==> src/rtl/selector_chunk_sched_if.sv <==
// selector_chunk_sched_if: start/handshake/selector bundle for selector_chunk_sched.
// slave is the scheduler's view and master is the driver's view.
interface selector_chunk_sched_if #(
    parameter int CHUNK_CNT_W = 8
);
    logic                   start_i;
    logic [CHUNK_CNT_W-1:0] chunk_num_i;
    logic                   ifm_src_valid_i;
    logic                   ifm_src_ready_o;
    logic                   filter_src_valid_i;
    logic                   filter_src_ready_o;
    logic                   ifm_wr_valid_o;
    logic                   ifm_wr_ready_i;
    logic                   filter_wr_valid_o;
    logic                   filter_wr_ready_i;
    logic                   sel_data_valid_i;
    logic [7:0]             sel_ifm_data_i;
    logic [7:0]             sel_filter_data_i;
    logic                   sel_chunk_end_i;
    logic                   busy_o;
    logic [31:0]            result_o;
    logic                   result_valid_o;

    modport slave (
        input  start_i, chunk_num_i, ifm_src_valid_i, filter_src_valid_i,
               ifm_wr_ready_i, filter_wr_ready_i, sel_data_valid_i,
               sel_ifm_data_i, sel_filter_data_i, sel_chunk_end_i,
        output ifm_src_ready_o, filter_src_ready_o, ifm_wr_valid_o,
               filter_wr_valid_o, busy_o, result_o, result_valid_o
    );

    modport master (
        output start_i, chunk_num_i, ifm_src_valid_i, filter_src_valid_i,
               ifm_wr_ready_i, filter_wr_ready_i, sel_data_valid_i,
               sel_ifm_data_i, sel_filter_data_i, sel_chunk_end_i,
        input  ifm_src_ready_o, filter_src_ready_o, ifm_wr_valid_o,
               filter_wr_valid_o, busy_o, result_o, result_valid_o
    );
endinterface

==> src/rtl/selector_chunk_sched.sv <==
// selector_chunk_sched: loads chunk_num chunks into the sparse selector and MACs matched byte pairs into one 32-bit result.
// Define SELECTOR_SIGNED_MAC_EN to treat selector bytes as signed int8 (signed product, sign-extended accumulate).
module selector_chunk_sched #(
    parameter int MEM_SIZE    = 128,
    parameter int BUS_SIZE    = 8,
    parameter int CHUNK_CNT_W = 8
) (
    input logic                     clk_i,
    input logic                     rst_i,
    selector_chunk_sched_if.slave   bus
);
    localparam int BEATS = MEM_SIZE / BUS_SIZE;
    localparam int BW = $clog2(BEATS + 1);
    localparam logic [BW-1:0] BEATS_C = BW'(BEATS);

    typedef enum logic [1:0] {IDLE, LOAD, COMPUTE, DRAIN} state_t;

    state_t                 state_q, state_d;
    logic [CHUNK_CNT_W-1:0] chunk_num_q, chunk_num_d, chunk_cnt_q, chunk_cnt_d, chunk_nxt;
    logic [BW-1:0]          ifm_cnt_q, ifm_cnt_d, flt_cnt_q, flt_cnt_d;
    logic [15:0]            prod_q, prod_d, mul;
    logic                   prod_vld_q, prod_vld_d;
    logic [31:0]            acc_q, acc_d, result_q, result_d, prod_ext;
    logic                   result_vld_q, result_vld_d;
    logic                   in_mac, ifm_room, flt_room;

    always_comb begin
        in_mac = state_q == COMPUTE || state_q == DRAIN;
        ifm_room = state_q == LOAD && ifm_cnt_q != BEATS_C;
        flt_room = state_q == LOAD && flt_cnt_q != BEATS_C;
        bus.ifm_wr_valid_o = bus.ifm_src_valid_i && ifm_room;
        bus.ifm_src_ready_o = bus.ifm_wr_ready_i && ifm_room;
        bus.filter_wr_valid_o = bus.filter_src_valid_i && flt_room;
        bus.filter_src_ready_o = bus.filter_wr_ready_i && flt_room;
`ifdef SELECTOR_SIGNED_MAC_EN
        mul = {{8{bus.sel_ifm_data_i[7]}}, bus.sel_ifm_data_i} * {{8{bus.sel_filter_data_i[7]}}, bus.sel_filter_data_i};
        prod_ext = {{16{prod_q[15]}}, prod_q};
`else
        mul = {8'd0, bus.sel_ifm_data_i} * {8'd0, bus.sel_filter_data_i};
        prod_ext = {16'd0, prod_q};
`endif
        prod_vld_d = in_mac && bus.sel_data_valid_i;
        prod_d = prod_vld_d ? mul : prod_q;
        chunk_nxt = chunk_cnt_q + 1'b1;
        state_d = state_q;
        chunk_num_d = chunk_num_q;
        chunk_cnt_d = chunk_cnt_q;
        ifm_cnt_d = ifm_cnt_q + BW'(bus.ifm_wr_valid_o && bus.ifm_wr_ready_i);
        flt_cnt_d = flt_cnt_q + BW'(bus.filter_wr_valid_o && bus.filter_wr_ready_i);
        acc_d = prod_vld_q ? acc_q + prod_ext : acc_q;
        result_d = result_q;
        result_vld_d = 1'b0;
        case (state_q)
            IDLE: if (bus.start_i) begin
                chunk_num_d = bus.chunk_num_i == '0 ? CHUNK_CNT_W'(1) : bus.chunk_num_i;
                chunk_cnt_d = '0;
                acc_d = '0;
                state_d = LOAD;
            end
            LOAD: if (ifm_cnt_q == BEATS_C && flt_cnt_q == BEATS_C) begin
                ifm_cnt_d = '0;
                flt_cnt_d = '0;
                state_d = COMPUTE;
            end
            COMPUTE: if (bus.sel_chunk_end_i) begin
                chunk_cnt_d = chunk_nxt;
                state_d = chunk_nxt < chunk_num_q ? LOAD : DRAIN;
            end
            DRAIN: begin
                // acc_d already includes the last product captured in COMPUTE
                result_d = acc_d;
                result_vld_d = 1'b1;
                state_d = IDLE;
            end
            default: state_d = IDLE;
        endcase
    end

    always_ff @(posedge clk_i or posedge rst_i) begin
        if (rst_i) begin
            state_q <= IDLE;
            chunk_num_q <= '0;
            chunk_cnt_q <= '0;
            ifm_cnt_q <= '0;
            flt_cnt_q <= '0;
            prod_q <= '0;
            prod_vld_q <= 1'b0;
            acc_q <= '0;
            result_q <= '0;
            result_vld_q <= 1'b0;
        end else begin
            state_q <= state_d;
            chunk_num_q <= chunk_num_d;
            chunk_cnt_q <= chunk_cnt_d;
            ifm_cnt_q <= ifm_cnt_d;
            flt_cnt_q <= flt_cnt_d;
            prod_q <= prod_d;
            prod_vld_q <= prod_vld_d;
            acc_q <= acc_d;
            result_q <= result_d;
            result_vld_q <= result_vld_d;
        end
    end

    assign bus.busy_o = state_q != IDLE;
    assign bus.result_o = result_q;
    assign bus.result_valid_o = result_vld_q;
endmodule

==> src/flat_wrapper.sv <==
// flat-port wrapper written by rule: the top's interface ports become plain ports
module selector_chunk_sched_flat 
#(
    parameter int MEM_SIZE    = 128,
    parameter int BUS_SIZE    = 8,
    parameter int CHUNK_CNT_W = 8
)
  (clk_i, rst_i, bus_start_i, bus_chunk_num_i, bus_ifm_src_valid_i, bus_filter_src_valid_i, bus_ifm_wr_ready_i, bus_filter_wr_ready_i, bus_sel_data_valid_i, bus_sel_ifm_data_i, bus_sel_filter_data_i, bus_sel_chunk_end_i, bus_ifm_src_ready_o, bus_filter_src_ready_o, bus_ifm_wr_valid_o, bus_filter_wr_valid_o, bus_busy_o, bus_result_o, bus_result_valid_o);
  selector_chunk_sched_if #(.CHUNK_CNT_W(CHUNK_CNT_W)) bus_i ();
  input logic clk_i;
  input logic rst_i;
  input wire logic [$bits(bus_i.start_i)-1:0] bus_start_i;
  input wire logic [$bits(bus_i.chunk_num_i)-1:0] bus_chunk_num_i;
  input wire logic [$bits(bus_i.ifm_src_valid_i)-1:0] bus_ifm_src_valid_i;
  input wire logic [$bits(bus_i.filter_src_valid_i)-1:0] bus_filter_src_valid_i;
  input wire logic [$bits(bus_i.ifm_wr_ready_i)-1:0] bus_ifm_wr_ready_i;
  input wire logic [$bits(bus_i.filter_wr_ready_i)-1:0] bus_filter_wr_ready_i;
  input wire logic [$bits(bus_i.sel_data_valid_i)-1:0] bus_sel_data_valid_i;
  input wire logic [$bits(bus_i.sel_ifm_data_i)-1:0] bus_sel_ifm_data_i;
  input wire logic [$bits(bus_i.sel_filter_data_i)-1:0] bus_sel_filter_data_i;
  input wire logic [$bits(bus_i.sel_chunk_end_i)-1:0] bus_sel_chunk_end_i;
  output wire logic [$bits(bus_i.ifm_src_ready_o)-1:0] bus_ifm_src_ready_o;
  output wire logic [$bits(bus_i.filter_src_ready_o)-1:0] bus_filter_src_ready_o;
  output wire logic [$bits(bus_i.ifm_wr_valid_o)-1:0] bus_ifm_wr_valid_o;
  output wire logic [$bits(bus_i.filter_wr_valid_o)-1:0] bus_filter_wr_valid_o;
  output wire logic [$bits(bus_i.busy_o)-1:0] bus_busy_o;
  output wire logic [$bits(bus_i.result_o)-1:0] bus_result_o;
  output wire logic [$bits(bus_i.result_valid_o)-1:0] bus_result_valid_o;
  assign bus_i.start_i = bus_start_i;
  assign bus_i.chunk_num_i = bus_chunk_num_i;
  assign bus_i.ifm_src_valid_i = bus_ifm_src_valid_i;
  assign bus_i.filter_src_valid_i = bus_filter_src_valid_i;
  assign bus_i.ifm_wr_ready_i = bus_ifm_wr_ready_i;
  assign bus_i.filter_wr_ready_i = bus_filter_wr_ready_i;
  assign bus_i.sel_data_valid_i = bus_sel_data_valid_i;
  assign bus_i.sel_ifm_data_i = bus_sel_ifm_data_i;
  assign bus_i.sel_filter_data_i = bus_sel_filter_data_i;
  assign bus_i.sel_chunk_end_i = bus_sel_chunk_end_i;
  assign bus_ifm_src_ready_o = bus_i.ifm_src_ready_o;
  assign bus_filter_src_ready_o = bus_i.filter_src_ready_o;
  assign bus_ifm_wr_valid_o = bus_i.ifm_wr_valid_o;
  assign bus_filter_wr_valid_o = bus_i.filter_wr_valid_o;
  assign bus_busy_o = bus_i.busy_o;
  assign bus_result_o = bus_i.result_o;
  assign bus_result_valid_o = bus_i.result_valid_o;
  selector_chunk_sched #(.MEM_SIZE(MEM_SIZE), .BUS_SIZE(BUS_SIZE), .CHUNK_CNT_W(CHUNK_CNT_W)) u_core (.clk_i(clk_i), .rst_i(rst_i), .bus(bus_i));
endmodule
==> config.mk <==
export PLATFORM = sky130hd
export DESIGN_NAME = selector_chunk_sched_flat
export DESIGN_NICKNAME = d
export VERILOG_FILES = /design/src/rtl/selector_chunk_sched_if.sv /design/src/rtl/selector_chunk_sched.sv /design/src/flat_wrapper.sv
export SDC_FILE = /design/constraint.sdc
export NUM_CORES = 1
export LEC_CHECK = 0
export BUFFER_PORTS_ARGS = -buffer_cell sky130_fd_sc_hd__buf_4
export CAP_MARGIN = 5
export CORE_UTILIZATION = 40
export DETAILED_ROUTE_END_ITERATION = 6
export MAX_ROUTING_LAYER = met4
export PLACE_DENSITY_LB_ADDON = 0.05
export SYNTH_ARGS = -nofsm -noshare
export SYNTH_HDL_FRONTEND = slang
export SYNTH_SLANG_ARGS = --single-unit
export TNS_END_PERCENT = 50
==> constraint.sdc <==
create_clock -name clk_i -period 5.55 [get_ports clk_i]
set_clock_uncertainty 0.1 [all_clocks]
set_input_delay 1.11 -clock clk_i [delete_from_list [all_inputs] [get_ports clk_i]]
set_output_delay 1.11 -clock clk_i [all_outputs]
set_load 0.03 [all_outputs]
== Word level (Yosys, flattened, before mapping) ==
Cells that the tools add are included.

* Add/sub/neg operators: 4
* Multipliers: 1
* Divide/modulo/power cells: 0
* $lt $le $gt $ge: 1
* Eq/ne operators: 10
* Shift-type cells: 0
* Muxes and demuxes: 17
* Bitwise logic cells: 0
* Reduce and logical (&&, ||, !) cells: 18

{| class="wikitable"
|+ Operator list
! operator !! count
|-
| 32-bit two-way mux || 3
|-
| 32-bit by 16-bit adder with 32-bit output || 1
|-
| 8-bit two-way mux || 3
|-
| 5-bit two-way mux || 4
|-
| 8-bit by 8-bit multiplier with 16-bit output || 1
|-
| 8-bit one-hot mux with 2 select lines || 1
|-
| 5-bit by 1-bit adder with 5-bit output || 2
|-
| 5-bit == test, second input constant || 2
|-
| 1-bit logical AND || 10
|-
| 5-bit inequality test, second input constant || 2
|-
| 8-bit by 1-bit adder with 8-bit output, second input constant || 1
|-
| 8-bit logical NOT || 1
|-
| 8-bit less-than comparator || 1
|-
| 2-bit two-way mux || 4
|-
| 2-bit one-hot mux with 4 select lines || 1
|-
| 2-bit inequality test, second input constant || 3
|-
| 3-bit AND reduction || 2
|-
| 2-bit == test, second input constant || 2
|-
| 2-bit nonzero test || 2
|-
| 2-bit by 1-bit == test with 1-bit output, second input constant || 1
|-
| 2-bit logical NOT || 1
|-
| 2-bit AND reduction || 1
|-
| 1-bit logical OR || 1
|-
| 1-bit two-way mux || 1
|}

* Bits in registers: 110
* Latch bits: 0
* Bits in writable memories: 0
* Bits in read-only memories: 0
* Input port bits: 33
* Word-level logic and storage cells: 61
* Memories: 0

== Depth between registers and ports, before layout ==
* Depth in word-level cells: 7
* Mapped depth: 16
* Mapped depth without buffers: 16

== Least setup slack after synthesis ==
OpenSTA, ideal clock, no wires.

* Path kind: input -> register
* Start point: input port bus_sel_filter_data_i[7]
* End point: register u_core.prod_q[15]
* Library setup time: 138 ps
* Arrival time: 4,679 ps
* Slack: 633 ps
* Stages on the path: 14
* Path through: and2_1 -> fa_1 -> fa_1 -> fa_1 -> inv_1 -> fa_1 -> inv_1 -> ha_1 -> or3_1 -> o221ai_1 -> a21oi_1 -> a31oi_1 -> xnor2_1 -> o21ai_0

* Longest elaborated chain between the ends: 1

{| class="wikitable"
|+ Ends and longest elaborated chain
! element !! RTL line !! RTL
|-
| from (decl) || flat_wrapper.sv:20 || <nowiki>input wire logic [$bits(bus_i.sel_filter_data_i)-1:0] bus_sel_filter_data_i;</nowiki>
|-
| 8-bit by 8-bit multiplier with 16-bit output || selector_chunk_sched.sv:39 || <nowiki>mul = {8'd0, bus.sel_ifm_data_i} * {8'd0, bus.sel_filter_data_i};</nowiki>
|-
| to (signal assigned) || selector_chunk_sched.sv:97 || <nowiki>prod_q <= prod_d;</nowiki>
|-
| to (decl) || selector_chunk_sched.sv:21 || <nowiki>logic [15:0] prod_q, prod_d, mul;</nowiki>
|}

No other way between the ends.
A chain may end at the register's enable or synchronous reset.

== Final worst setup path ==
* Start point: input port bus_sel_ifm_data_i[0]
* End point: register u_core.prod_q[14]

* Longest elaborated chain between the ends: 1

{| class="wikitable"
|+ Ends and longest elaborated chain
! element !! RTL line !! RTL
|-
| from (decl) || flat_wrapper.sv:19 || <nowiki>input wire logic [$bits(bus_i.sel_ifm_data_i)-1:0] bus_sel_ifm_data_i;</nowiki>
|-
| 8-bit by 8-bit multiplier with 16-bit output || selector_chunk_sched.sv:39 ||
|}

No other way between the ends.

==> reports/metrics.yaml <==
run_status:
  status: "finished, violations left"
  violations: "design-rule violations"
finish:
  nNetsFinal: 992
  final_common_cell: "dfrtp_1"
  area_delta_synth_final_pct: 14.5
  diodes: 0
  fin_util_pct: 47.1
  drive_above_1_share_pct: 12.9
  final_cell_mix: "dfrtp_1 (110), nand2_1 (100), buf_4 (75)"
  fill_cells: 1773
floorplanning:
  die_height_um: 139
  die_area_mm2: 0.0192
  rows: 49
  io_pins: 71
  core-area_mm2: 0.0181
  start_util_pct: 41.1
  die_w_um: 139
synth:
  avgSynthCellArea_um2: 9.41
  ys.flop_type: "dfrtp_1"
  synth_edf_count: 0
  synth_top_area_share_pct: 36.9
  synth_largest_area_cell: "dfrtp_1"
  synth_warnings: 0
  synth_nets: 927
  synth_area_mm2: 0.00746
  synthCells: 793
  synth-seq-cells: 110
  async_reset_ff_share_pct: 100
  ys_top_cells_by_area: "dfrtp_1 (37%), ha_1 (11%), fa_1 (9.9%)"
  post_synth_num_cell_types: 51
  synth-seq-area-share_pct: 36.9
routing:
  detail_route.wirelength_um: 15900
  initialDrtViolationCount: 194
  antenna_left: 0
  dr.pass1.iters: 7
  route.detailed.drc: 14
  routed-via-count: 5477
  wl_per_cell_um: 14.6
  via_per_inst: 5.02
setup_path:
  crit_required_ns: 5.67
  startpoint: "bus_sel_ifm_data_i[0]"
  worst-r2r-setup-slack_ns: 2.81
  start_kind: "input pin"
  r2r_start: "u_core.prod_q[0]$_DFFE_PP0P_"
  end_kind: "flip-flop"
  worstPathMaxFanout: 8
  critPathKind: "input pin to flip-flop"
  cp_data_arrival_time_ns: 5.08
global_routing:
  grt_max_degree: 70
  antenna_found_initial: 0
  grt_pass1_wl_um: 27500
  use_met1_pct: 24.8
  use_met2_pct: 28.4
  gr-usage-met3_pct: 2.62
  busiest_layer: "met2"
  grt_overflow: 0
  track_usage_pct: 18.2
  grt_pass1_vias: 5540
placed_design:
  port_buffers: 70
  hpwl_um: 12200
  dp_slack_ns: 0.245
  gp_congestion: 0.855
sta:
  tightest_slew_ns: 0.976
  slew_headroom_pct: 34.4
  rsz0062_at_grt: "no"
  drv_slew: 0
  post-route-period-util_pct: 89.3
  timing.setup.tns_ns: 0
  timing.final.crit_period_ns: 4.95
  fmax_ghz: 0.202
  hold_viol_final: 0
  setup_ws_ns: 0.595
  setup_viol: 0
clocking:
  ctsResizeCount: 0
  cts_tree: "built"
  cts_buffer_depth: 2
  cts_inserted_buffers: 9
  cts.sinks: 110
  clk_pin_slew_ns: 0.08
  clockRootBuffer: "clkbuf_16"
  clk_latency_ns: 0.35
  post_cts_buffers: 0
  cts.htree.levels: 3
  cts_hold_buf: 0
power_and_ir_drop:
  total_power_mw: 2.60
  switching_share_pct: 35.2
  comb_power_share_pct: 35.8
  net-switching-power_mw: 0.915
  irDropWorstVdd_v: 0.000187
  pwr-share-seq_pct: 38.0
  p_clk_share_pct: 26.1
  p_int_mw: 1.69
  leakagePower_nw: 4.23
  powerDensity_mw_per_mm2: 305
worst_hold_path:
  hold_path.class: "flip-flop to flip-flop"
  min_from: "u_core.bus.result_o[23]$_DFFE_PP0P_"
job:
  drv_cap: 0
## synth_stat cells (3+ instances only)
cell type,count
a22o_1,5
mux2_2,3
and2_1,41
o21bai_1,4
a21o_1,10
nor3b_1,3
xnor2_1,25
a211oi_1,3
nor2_1,67
o21ai_1,15
nand2_1,101
nand4_1,3
mux2i_1,9
a21oi_2,7
o31ai_1,5
nor3_1,6
a21oi_1,33
ha_1,64
o211ai_1,4
fa_1,37
clkbuf_1,18
o21a_1,7
nor2b_1,7
or2_2,3
o21ai_0,57
nand2b_1,6
nand3_1,14
inv_1,71
and3_1,7
nor4_1,3
xor2_1,22
dfrtp_1,110
## per-stage QoR
stage	instance area, um^2	instances	hold slack [ns]
2_1_floorplan	7460	793	0.353
3_3_place_gp	8240	1076	0.366
3_5_place_dp	8240	1076	0.372
4_1_cts	8540	1092	0.390
5_1_grt	8540	1092	0.409
6_report	8540	1092	0.381
## sequential cells by signal, summed over array words and instances, names as in the netlist
register / count
u_core.bus.result_valid_o: 1
u_core.chunk_num_q: 8
u_core.ifm_cnt_q: 5
u_core.acc_q: 32
u_core.flt_cnt_q: 5
u_core.prod_q: 16
u_core.chunk_cnt_q: 8
u_core.bus.result_o: 32
u_core.prod_vld_q: 1
u_core.state_q: 2
## final cells by class
class / count / area [um^2] / area share, %
multi-input combinational: 591 / 4360 / 51.1
sequential: 110 / 2750 / 32.2
timing repair buffer: 75 / 563 / 6.59
tap: 229 / 287 / 3.35
inverter: 71 / 269 / 3.15
clock buffer: 10 / 229 / 2.68
clock inverter: 6 / 80.1 / 0.937
## kinds of logic after synthesis
logic type	after synthesis	share of synthesized area, %
muxes	12	1.66
DFF	110	36.9
xor gates and xnor gates	47	5.51
and+or+nand+nor	266	16.7
AOI/OAI and AO/OA	165	13.8
buffers and inverters	92	4.73
adders and majority gates	101	20.7
## metal layers
metal / share of wire, % / wire, um / vias up
met5: 0 / 0 / -
met4: 1.1 / 169 / 0
met3: 2.8 / 438 / 10
met2: 45 / 7200 / 82
met1: 51 / 8110 / 2605
li1: - / - / 2780
## final timing paths
| check | depth (start not counted) | endpoint |
|---|---|---|
| min in group asynchronous | 2 | u_core.acc_q[25]$_DFF_PP0_ |
| setup / recovery | 16 | u_core.prod_q[14]$_DFFE_PP0P_ |
| setup reg to reg | 9 | u_core.bus.result_o[30]$_DFFE_PP0P_ |
| hold / removal | 2 | u_core.bus.result_o[23]$_DFFE_PP0P_ |
| hold reg to reg | 2 | u_core.bus.result_o[23]$_DFFE_PP0P_ |
| max in group asynchronous | 3 | u_core.acc_q[12]$_DFF_PP0_ |
## worst max-delay path: stages
cell	delay (ns)
buf_4	0.14
and2_1	0.18
fa_1	0.46
fa_1	0.49
ha_1	0.29
inv_1	0.05
fa_1	0.52
inv_1	0.04
ha_1	0.32
a21o_1	0.21
a2111oi_0	0.48
buf_4	0.20
o31ai_1	0.09
a211oi_1	0.29
or4_1	0.16
nand3_1	0.06
## power groups by stage
stage               combinational (mW)  sequential, mW  clock, mW
floorplan                        0.701            1.00          0
global placement                 0.925            1.00          0
detailed placement               0.935            1.01          0
CTS                              0.944           0.991      0.698
global route                      1.07            1.00      0.732
finish                           0.933           0.990      0.679
Power figures use the tool's default switching activity.
